==> config.mk <==
export PLATFORM = sky130hd
export DESIGN_NAME = dsadc_mod_counter_flat
export DESIGN_NICKNAME = d
export VERILOG_FILES = /design/src/rtl/dsadc_mod_counter_if.sv /design/src/rtl/dsadc_mod_counter.sv /design/src/flat_wrapper.sv
export SDC_FILE = /design/constraint.sdc
export NUM_CORES = 1
export LEC_CHECK = 0
export BUFFER_PORTS_ARGS = -buffer_cell sky130_fd_sc_hd__buf_2
export CORE_ASPECT_RATIO = 1.2
export CORE_MARGIN = 2
export CORE_UTILIZATION = 51
export CTS_BUF_LIST = sky130_fd_sc_hd__clkbuf_8
export DETAILED_ROUTE_END_ITERATION = 7
export PLACE_DENSITY = 0.92
export SYNTH_ARGS = -nofsm -noshare
export SYNTH_HDL_FRONTEND = slang
export SYNTH_SLANG_ARGS = --single-unit
==> constraint.sdc <==
create_clock -name clk -period 2.5 [get_ports clk]
set_input_delay 0.5 -clock clk [delete_from_list [all_inputs] [get_ports clk]]
set_output_delay 0.5 -clock clk [all_outputs]
set_load 0.1 [all_outputs]
==> src/rtl/dsadc_mod_counter_if.sv <==
// Control/status bundle for dsadc_mod_counter; master drives controls, slave is the counter.
interface dsadc_mod_counter_if #(
   parameter int unsigned WIDTH = 4
);
   logic             enb;
   logic             cin;
   logic             dir;
   logic             clr;
   logic             load;
   logic [WIDTH-1:0] load_val;
   logic             term_wr;
   logic [WIDTH-1:0] term_val;
   logic             cap;
   logic [WIDTH-1:0] q;
   logic             at_max;
   logic             cout;
   logic             wrap;
   logic             ovf;
   logic [WIDTH-1:0] q_cap;
   logic             cap_vld;

   modport master (
      output enb, cin, dir, clr, load, load_val, term_wr, term_val, cap,
      input  q, at_max, cout, wrap, ovf, q_cap, cap_vld
   );

   modport slave (
      input  enb, cin, dir, clr, load, load_val, term_wr, term_val, cap,
      output q, at_max, cout, wrap, ovf, q_cap, cap_vld
   );
endinterface

==> src/rtl/dsadc_mod_counter.sv <==
// Up/down modulus counter with programmable terminal, clear/load, carry cascade,
// sticky overflow and a capture register for the DSADC integrate/de-integrate timing path.
module dsadc_mod_counter #(
   parameter int unsigned WIDTH     = 4,
   parameter int unsigned MAX_COUNT = 10
) (
   input  logic                 clk,
   input  logic                 rst_s_n,
   dsadc_mod_counter_if.slave   bus
);

   if ((MAX_COUNT < 2) || (longint'(MAX_COUNT) > (64'd1 << WIDTH))) begin : g_bad_max_count
      $error("dsadc_mod_counter: MAX_COUNT out of range 2..2**WIDTH");
   end

   localparam logic [WIDTH-1:0] TERM_RST = WIDTH'(MAX_COUNT - 1);

   logic [WIDTH-1:0] cnt_q,   cnt_d;
   logic [WIDTH-1:0] term_q,  term_d;
   logic [WIDTH-1:0] qcap_q,  qcap_d;
   logic             wrap_q,  wrap_d;
   logic             ovf_q,   ovf_d;
   logic             capv_q,  capv_d;
   logic             step;
   logic             at_max;

   assign step   = bus.enb & bus.cin;
   assign at_max = bus.dir ? (cnt_q == '0) : (cnt_q >= term_q);

   always_comb begin
      cnt_d  = cnt_q;
      wrap_d = 1'b0;
      ovf_d  = ovf_q;
      term_d = bus.term_wr ? bus.term_val : term_q;
      qcap_d = bus.cap ? cnt_q : qcap_q;
      capv_d = bus.cap;
      if (bus.clr) begin
         cnt_d = '0;
         ovf_d = 1'b0;
      end else if (bus.load) begin
         cnt_d = bus.load_val;
      end else if (step) begin
         // at_max uses the pre-write terminal, so a same-cycle term_wr only affects later steps
         if (at_max) begin
            cnt_d  = bus.dir ? term_q : '0;
            wrap_d = 1'b1;
            ovf_d  = 1'b1;
         end else begin
            cnt_d = bus.dir ? cnt_q - 1'b1 : cnt_q + 1'b1;
         end
      end
   end

   always_ff @(posedge clk or negedge rst_s_n) begin
      if (!rst_s_n) begin
         cnt_q  <= '0;
         term_q <= TERM_RST;
         qcap_q <= '0;
         wrap_q <= 1'b0;
         ovf_q  <= 1'b0;
         capv_q <= 1'b0;
      end else begin
         cnt_q  <= cnt_d;
         term_q <= term_d;
         qcap_q <= qcap_d;
         wrap_q <= wrap_d;
         ovf_q  <= ovf_d;
         capv_q <= capv_d;
      end
   end

   assign bus.q       = cnt_q;
   assign bus.at_max  = at_max;
   assign bus.cout    = at_max & step;
   assign bus.wrap    = wrap_q;
   assign bus.ovf     = ovf_q;
   assign bus.q_cap   = qcap_q;
   assign bus.cap_vld = capv_q;

endmodule
==> src/flat_wrapper.sv <==
// flat-port wrapper written by rule: the top's interface ports become plain ports
module dsadc_mod_counter_flat 
#(
   parameter int unsigned WIDTH     = 4,
   parameter int unsigned MAX_COUNT = 10
)
  (clk, rst_s_n, bus_enb, bus_cin, bus_dir, bus_clr, bus_load, bus_load_val, bus_term_wr, bus_term_val, bus_cap, bus_q, bus_at_max, bus_cout, bus_wrap, bus_ovf, bus_q_cap, bus_cap_vld);
  dsadc_mod_counter_if #(.WIDTH(WIDTH)) bus_i ();
  input  logic clk;
  input  logic rst_s_n;
  input wire logic [$bits(bus_i.enb)-1:0] bus_enb;
  input wire logic [$bits(bus_i.cin)-1:0] bus_cin;
  input wire logic [$bits(bus_i.dir)-1:0] bus_dir;
  input wire logic [$bits(bus_i.clr)-1:0] bus_clr;
  input wire logic [$bits(bus_i.load)-1:0] bus_load;
  input wire logic [$bits(bus_i.load_val)-1:0] bus_load_val;
  input wire logic [$bits(bus_i.term_wr)-1:0] bus_term_wr;
  input wire logic [$bits(bus_i.term_val)-1:0] bus_term_val;
  input wire logic [$bits(bus_i.cap)-1:0] bus_cap;
  output wire logic [$bits(bus_i.q)-1:0] bus_q;
  output wire logic [$bits(bus_i.at_max)-1:0] bus_at_max;
  output wire logic [$bits(bus_i.cout)-1:0] bus_cout;
  output wire logic [$bits(bus_i.wrap)-1:0] bus_wrap;
  output wire logic [$bits(bus_i.ovf)-1:0] bus_ovf;
  output wire logic [$bits(bus_i.q_cap)-1:0] bus_q_cap;
  output wire logic [$bits(bus_i.cap_vld)-1:0] bus_cap_vld;
  assign bus_i.enb = bus_enb;
  assign bus_i.cin = bus_cin;
  assign bus_i.dir = bus_dir;
  assign bus_i.clr = bus_clr;
  assign bus_i.load = bus_load;
  assign bus_i.load_val = bus_load_val;
  assign bus_i.term_wr = bus_term_wr;
  assign bus_i.term_val = bus_term_val;
  assign bus_i.cap = bus_cap;
  assign bus_q = bus_i.q;
  assign bus_at_max = bus_i.at_max;
  assign bus_cout = bus_i.cout;
  assign bus_wrap = bus_i.wrap;
  assign bus_ovf = bus_i.ovf;
  assign bus_q_cap = bus_i.q_cap;
  assign bus_cap_vld = bus_i.cap_vld;
  dsadc_mod_counter #(.WIDTH(WIDTH), .MAX_COUNT(MAX_COUNT)) u_core (.clk(clk), .rst_s_n(rst_s_n), .bus(bus_i));
endmodule
==> results.md, run 1 <==
- Hold crit path type: in2async
- Share of the yosys chip area belonging to registers: 0.414
- Peak supply drop: 0.491 mV
- TritonCTS Buffers: 3
- P_leak: 0.621 nW
- CP max stage cell: dfrtp_4
- Combinational share of power: 0.412
- Warnings, synthesis: 0
- Clk pwr share: 0.240
- Clk_lat worst skew: 0.25 ns
- Via count: 839
- Root Driver: clkbuf_8
- Seq pwr share: 0.348
- Clock Sinks: 15
- Critical setup path kind: reg2out
- Drt via density: 5.83
- Tmin final: 2.46 ns
- Die Height: 50.3 um
- Ports: 30
- Die area: 2140 um^2
- Reg-to-reg critical path startpoint: u_core.bus.q[0]
- Hold Vio Cnt, Final: 0
- Final slew viol count: 0
- Slowest stage delay, CP: 0.52 ns
- Delay-heaviest family, CP: simple AND/OR/NAND/NOR gates
- Synth Register Bits: 15
- Setup violations, final: 0
- Max-slew headroom at the worst pin: 0.660
- ANT nets after route: 0
- DRC violations left: 0
- Grt ovf: 0
- Die width: 42.6 um
- DR WL/cell: 16.2 um
- Synth cell types: 32
- Worst-Margin Slew: 0.513 ns
- Hold Buf Count CTS: 0
- Number of global-route vias before repair: 802
- DRT Pass-1 Iters: 4
- Achievable frequency: 406 MHz
- Clk pin slew, worst setup/hold paths: 0.07 ns
- Syn_nets: 110
- Sw frac: 0.420
- Critical path fanouts, max: 6
- Nets: 151
- Worst R2R Path Depth: 8
- WP data arrival: 1.96 ns
- Placed instance count: 134
- Layout Skew: 0.00485 ns
- CP Buf/Inv Count: 3
- Area Overhead vs Synth: 40.2%
- Post-DP HPWL: 1.68 mm
- CTS H-tree depth: 1
- Avg Synthesized Cell Area: 10.6 um^2
- Routed WL: 2.33 mm
- Pwr Total: 0.841 mW
- Final Non-Filler Cells: 144
- Worst Path Required: 2.00 ns
- Critical Path Start: u_core.bus.q[0]
- Max Cap Viol: 0
- Antenna Cells: 0
- Cells after synthesis: 86
- 1st-iter DRT viols: 16
- Core region area: 1660 um^2
- Post-Synthesis Cell Area: 912 um^2
- Internal reg-to-reg setup slack: 0.48 ns
- Layout cell share with drive strength beyond 1: 0.548
- Routability cong.: 0.819
- Status: complete, no violations
- Initial antenna violation count: 0
- Startpoint type of the worst setup path: register
- P_int: 0.488 mW
- Critical path, cell by cell: buf_4 > nor4_4 > or2b_4 > o31ai_4 > buf_6 > nor2_4 > buf_12
- Rows: 16
- PwrDens: 658 nW/um^2
- Total track usage: 0.225
- Worst setup EP type: primary output
- Starting Density: 0.549
- R2r endpoint: u_core.bus.q[0]
- CTS tree: built
- First-pass GRT wire length: 3.53 mm
- I/O Buffers: 29
- Pin count of the biggest net entering global routing: 16
- CTS max path bufs: 2
- Fin crit share: 0.986
- Psw: 0.353 mW
## final cells by class
| cell class | count | area, um^2 |
|---|---|---|
| Timing Repair Buffer | 37 | 226 |
| Multi-Input combinational cell | 62 | 557 |
| Inverter | 8 | 33.8 |
| Clock inverter | 1 | 5.00 |
| Tap cell | 18 | 22.5 |
| Clock buffer | 3 | 41.3 |
| Fill cell | 103 | 383 |
| Sequential cell | 15 | 393 |
## logic make-up after synthesis
logic type / synth area share
xor+xnor: 0.0288
simple gates: 0.169
flops: 0.414
buf+inv: 0.0384
fa+ha+maj: 0.104
mux: 0.0617
compound gates: 0.184
## power groups by stage
| stage | clock, mW | sequential, mW | combinational [mW] |
|---|---|---|---|
| 3_5_place_dp | 0 | 0.297 | 0.322 |
| 5_1_grt | 0.214 | 0.294 | 0.365 |
| 4_1_cts | 0.205 | 0.293 | 0.334 |
| 2_1_floorplan | 0 | 0.397 | 0.143 |
| 6_report | 0.202 | 0.293 | 0.346 |
| 3_3_place_gp | 0 | 0.295 | 0.315 |
## registers in the layout, summed over array words and instances (netlist names)
register	cells
u_core.bus.q	4
u_core.bus.q_cap	4
u_core.term_q	4
u_core.bus.cap_vld	1
u_core.bus.ovf	1
u_core.bus.wrap	1
## cells in the final DEF (no fill, tap or decap), types with 2 or more instances in the layout
cell	n
dfstp_2	2
nand4_1	3
dfrtp_4	4
xor2_1	2
inv_2	2
nor3_1	3
mux2_2	5
inv_1	5
ha_1	3
nor2_1	3
buf_4	8
buf_2	27
nor4_4	2
clkbuf_8	3
nand2_1	7
a21oi_1	7
ha_4	3
o21ai_0	4
dfrtp_1	9
## cells in the mapped netlist (all sizes together)
cell type,instances,area share
nor2b,1,0.0069
a41oi,1,0.0096
fa,1,0.022
or2b,1,0.012
a21oi,8,0.044
o22ai,1,0.0069
nand2,7,0.029
nand4,3,0.021
o21ai,4,0.022
xnor2,1,0.0096
dfrtp,13,0.36
nor3,3,0.016
xor2,2,0.019
nor4,2,0.047
a211oi,1,0.0082
a211o,1,0.0096
a221oi,2,0.026
nand3,1,0.0055
a21boi,1,0.0082
and2,2,0.015
nor2,4,0.016
ha,6,0.082
o21bai,1,0.0082
dfstp,2,0.058
a21o,2,0.018
mux2,5,0.062
buf,1,0.0055
o31ai,1,0.023
inv,8,0.033
## stage by stage
| step | worst slack, ns | setup TNS [ns] | util | hold WS (ns) | cell area, um^2 |
|---|---|---|---|---|---|
| 2_1_floorplan | -0.172 | -0.172 | - | 0.204 | 986 |
| 3_3_place_gp | 0.243 | 0 | 0.709 | 0.416 | 1180 |
| 3_5_place_dp | 0.198 | 0 | 0.709 | 0.418 | 1180 |
| 4_1_cts | 0.0111 | 0 | 0.745 | 0.145 | 1240 |
| 5_1_grt | -0.00912 | -0.00912 | 0.770 | 0.167 | 1280 |
| 6_report | 0.0358 | 0 | 0.770 | 0.133 | 1280 |
## metal layers
metal  share of wire  vias to the layer above  GRT usage
met5               0                        -          0
met4           0.048                        0      0.130
met3           0.054                       13     0.0396
met2            0.52                       46      0.397
met1            0.38                      387      0.249
li1                -                      393          -
## worst max-delay path by stage
stage	end	slack, ns	cells past startpoint
after floorplan	bus_at_max	-0.17	6
after global placement	bus_at_max	0.24	7
after global routing	bus_cout	-0.009	7
final	bus_cout	0.04	7
after detailed placement	bus_at_max	0.20	7
after CTS	bus_cout	0.01	8
## timing repair
action / 4_1_cts / 5_1_grt
buffers inserted: 1 / 5
pin swaps: 1 / 2
endpoints found under the setup margin: 1 / 2
gates resized for setup: 2 / 2
cloned: 0 / 0
No activity file was read; power rests on OpenSTA's default activity.
==> inputs of run 2 (changes only) <==
==> constraint.sdc (replaced) <==
create_clock -name clk -period 2.8 [get_ports clk]
set_input_delay 0.42 -clock clk [delete_from_list [all_inputs] [get_ports clk]]
set_output_delay 0.42 -clock clk [all_outputs]
set_load 0.1 [all_outputs]
==> results.md, run 2 (same netlist as run 1, synthesis figures left out) <==
- Nets: 143 (-5.3%)
- Setup ws final: 0.191 ns (+0.155 ns)
- Starting Density: 0.549 (unchanged)
- Fill cell count: 122 (+18%)
- DR WL/cell: 14.2 um (-13%)
- Core region area: 1660 um^2 (unchanged)
- Die width: 42.6 um (unchanged)
- CTS tree: built
- Fin crit share: 0.932
- Hold crit path type: in2async
- ANT nets after route: 0 (unchanged)
- Routability cong.: 0.817 (-0.22%)
- Post-CTS Resized: 0 (-2)
- Max-slew headroom at the worst pin: 0.676 (+0.0156)
- Setup bufs post-CTS: 0 (-1)
- Setup violations, final: 0 (unchanged)
- Via count: 774 (-7.7%)
- Max Cap Viol: 0 (unchanged)
- Placed instance count: 132 (-1.5%)
- Tmin final: 2.61 ns
- WP data arrival: 2.19 ns (+0.23 ns)
- DP Area: 1090 um^2 (-7.7%)
- Clk_lat worst skew: 0.25 ns (about the same)
- Worst-Margin Slew: 0.490 ns (-0.0235 ns)
- Hold Vio Cnt, Final: 0 (unchanged)
- I/O Buffers: 29 (unchanged)
- Total track usage: 0.209 (-0.0157)
- Layout cell share with drive strength beyond 1: 0.432 (-0.115)
- Drt via density: 5.69 (-2.3%)
- RSZ-0062 raised after global routing: false
- DRT Pass-1 Iters: 4 (unchanged)
- Final slew viol count: 0 (unchanged)
- TritonCTS Buffers: 3 (unchanged)
- Commonest non-fill, non-tap cell in the layout: buf_2
- Dpl ws: 0.474 ns (+0.276 ns)
- Pwr Total: 0.692 mW (-18%)
- Root Driver: clkbuf_8
- First-pass GRT wire length: 3.34 mm (-5.5%)
- Ports: 30 (unchanged)
- CTS max path bufs: 2 (unchanged)
- Layout Skew: 0.00220 ns (-0.00265 ns)
- Area Overhead vs Synth: 24.1%
- Startpoint type of the worst setup path: register
- Antenna Cells: 0 (unchanged)
- Min Hold Slack: 0.0592 ns (-0.0734 ns)
- Clk pin slew, worst setup/hold paths: 0.06 ns (about the same)
- Status: complete, no violations
- Post-DP HPWL: 1.54 mm (-8.4%)
- Routed WL: 1.93 mm (-17%)
- Achievable frequency: 383 MHz
- 1st-iter DRT viols: 22 (+6)
- Critical path fanouts, max: 6 (unchanged)
- Die Height: 50.3 um (unchanged)
- TNS Setup: 0 ns (unchanged)
- Pin count of the biggest net entering global routing: 16 (unchanged)
- DRC violations left: 0 (unchanged)
- Number of global-route vias before repair: 741 (-7.6%)
- CTS H-tree depth: 1 (unchanged)
- Grt ovf: 0 (unchanged)
- Rows: 16 (unchanged)
- Final Non-Filler Cells: 136 (-5.6%)
- Peak supply drop: 0.426 mV (-13%)
- P_leak: 0.579 nW (-6.8%)
- Initial antenna violation count: 0 (unchanged)
- Finished Core Util: 0.681 (-0.0881)
- Die area: 2140 um^2 (unchanged)
- Fin area: 1130 um^2 (-11%)
- Clock Sinks: 15 (unchanged)
- PwrDens: 611 nW/um^2 (-7.1%)
- Worst Path Required: 2.38 ns (+0.38 ns)
- Worst setup EP type: primary output
- Critical setup path kind: reg2out
- Most frequent cells in the layout: 29 x buf_2, 9 x inv_1, 9 x dfrtp_1
- Hold Buf Count CTS: 0 (unchanged)
[run 2: changes by cell type in the layout (fill, tap and decap cells not counted), sizes merged]
cell      delta
inv          +2
clkinvlp     -1
buf          -8
clkinv       -1
[run 2: path summary, 6_finish.rpt]
| kind | startpoint | endpoint | slack, ns | cells past startpoint |
|---|---|---|---|---|
| min | rst_s_n | u_core.bus.q_cap[3] | 0.06 | 1 |
| min reg2reg | u_core.bus.ovf | u_core.bus.ovf | 0.49 | 1 |
| max in group asynchronous | rst_s_n | u_core.term_q[0] | 2.45 | 1 |
| max | u_core.term_q[3] | bus_cout | 0.19 | 7 |
| min in group clk | bus_cap | u_core.bus.cap_vld | 0.35 | 1 |
| max reg2reg | u_core.term_q[3] | u_core.bus.q[2] | 0.85 | 7 |
[run 2: per-layer routing]
metal	GRT usage	vias up	routed length [um]
met4	0.125	0	57
met2	0.323	36	909
met1	0.264	356	827
met5	0	-	0
met3	0.0504	7	131
li1	-	375	-
[run 2: report_power, final]
| group | switching [mW] | total (mW) | internal (mW) |
|---|---|---|---|
| clock network | 0.0753 | 0.173 | 0.0972 |
| registers | 0.0210 | 0.259 | 0.238 |
| logic | 0.194 | 0.261 | 0.0666 |
[run 2: critical path, cell delays in order, from the launching register on]
cell	delay, ns
dfstp_2	0.54
inv_1	0.08
ha_1	0.29
inv_1	0.04
o22ai_1	0.29
o31ai_4	0.15
nor2_4	0.11
buf_2	0.43
[run 2: cell type report]
class,instances,area (um^2),area share
multi-input cells,62,507,0.448
flip-flops and latches,15,383,0.338
repair buffers,29,145,0.128
clock buffers,3,41.3,0.0365
inverters,8,30.0,0.0265
well taps,18,22.5,0.0199
clock inverters,1,3.75,0.00331
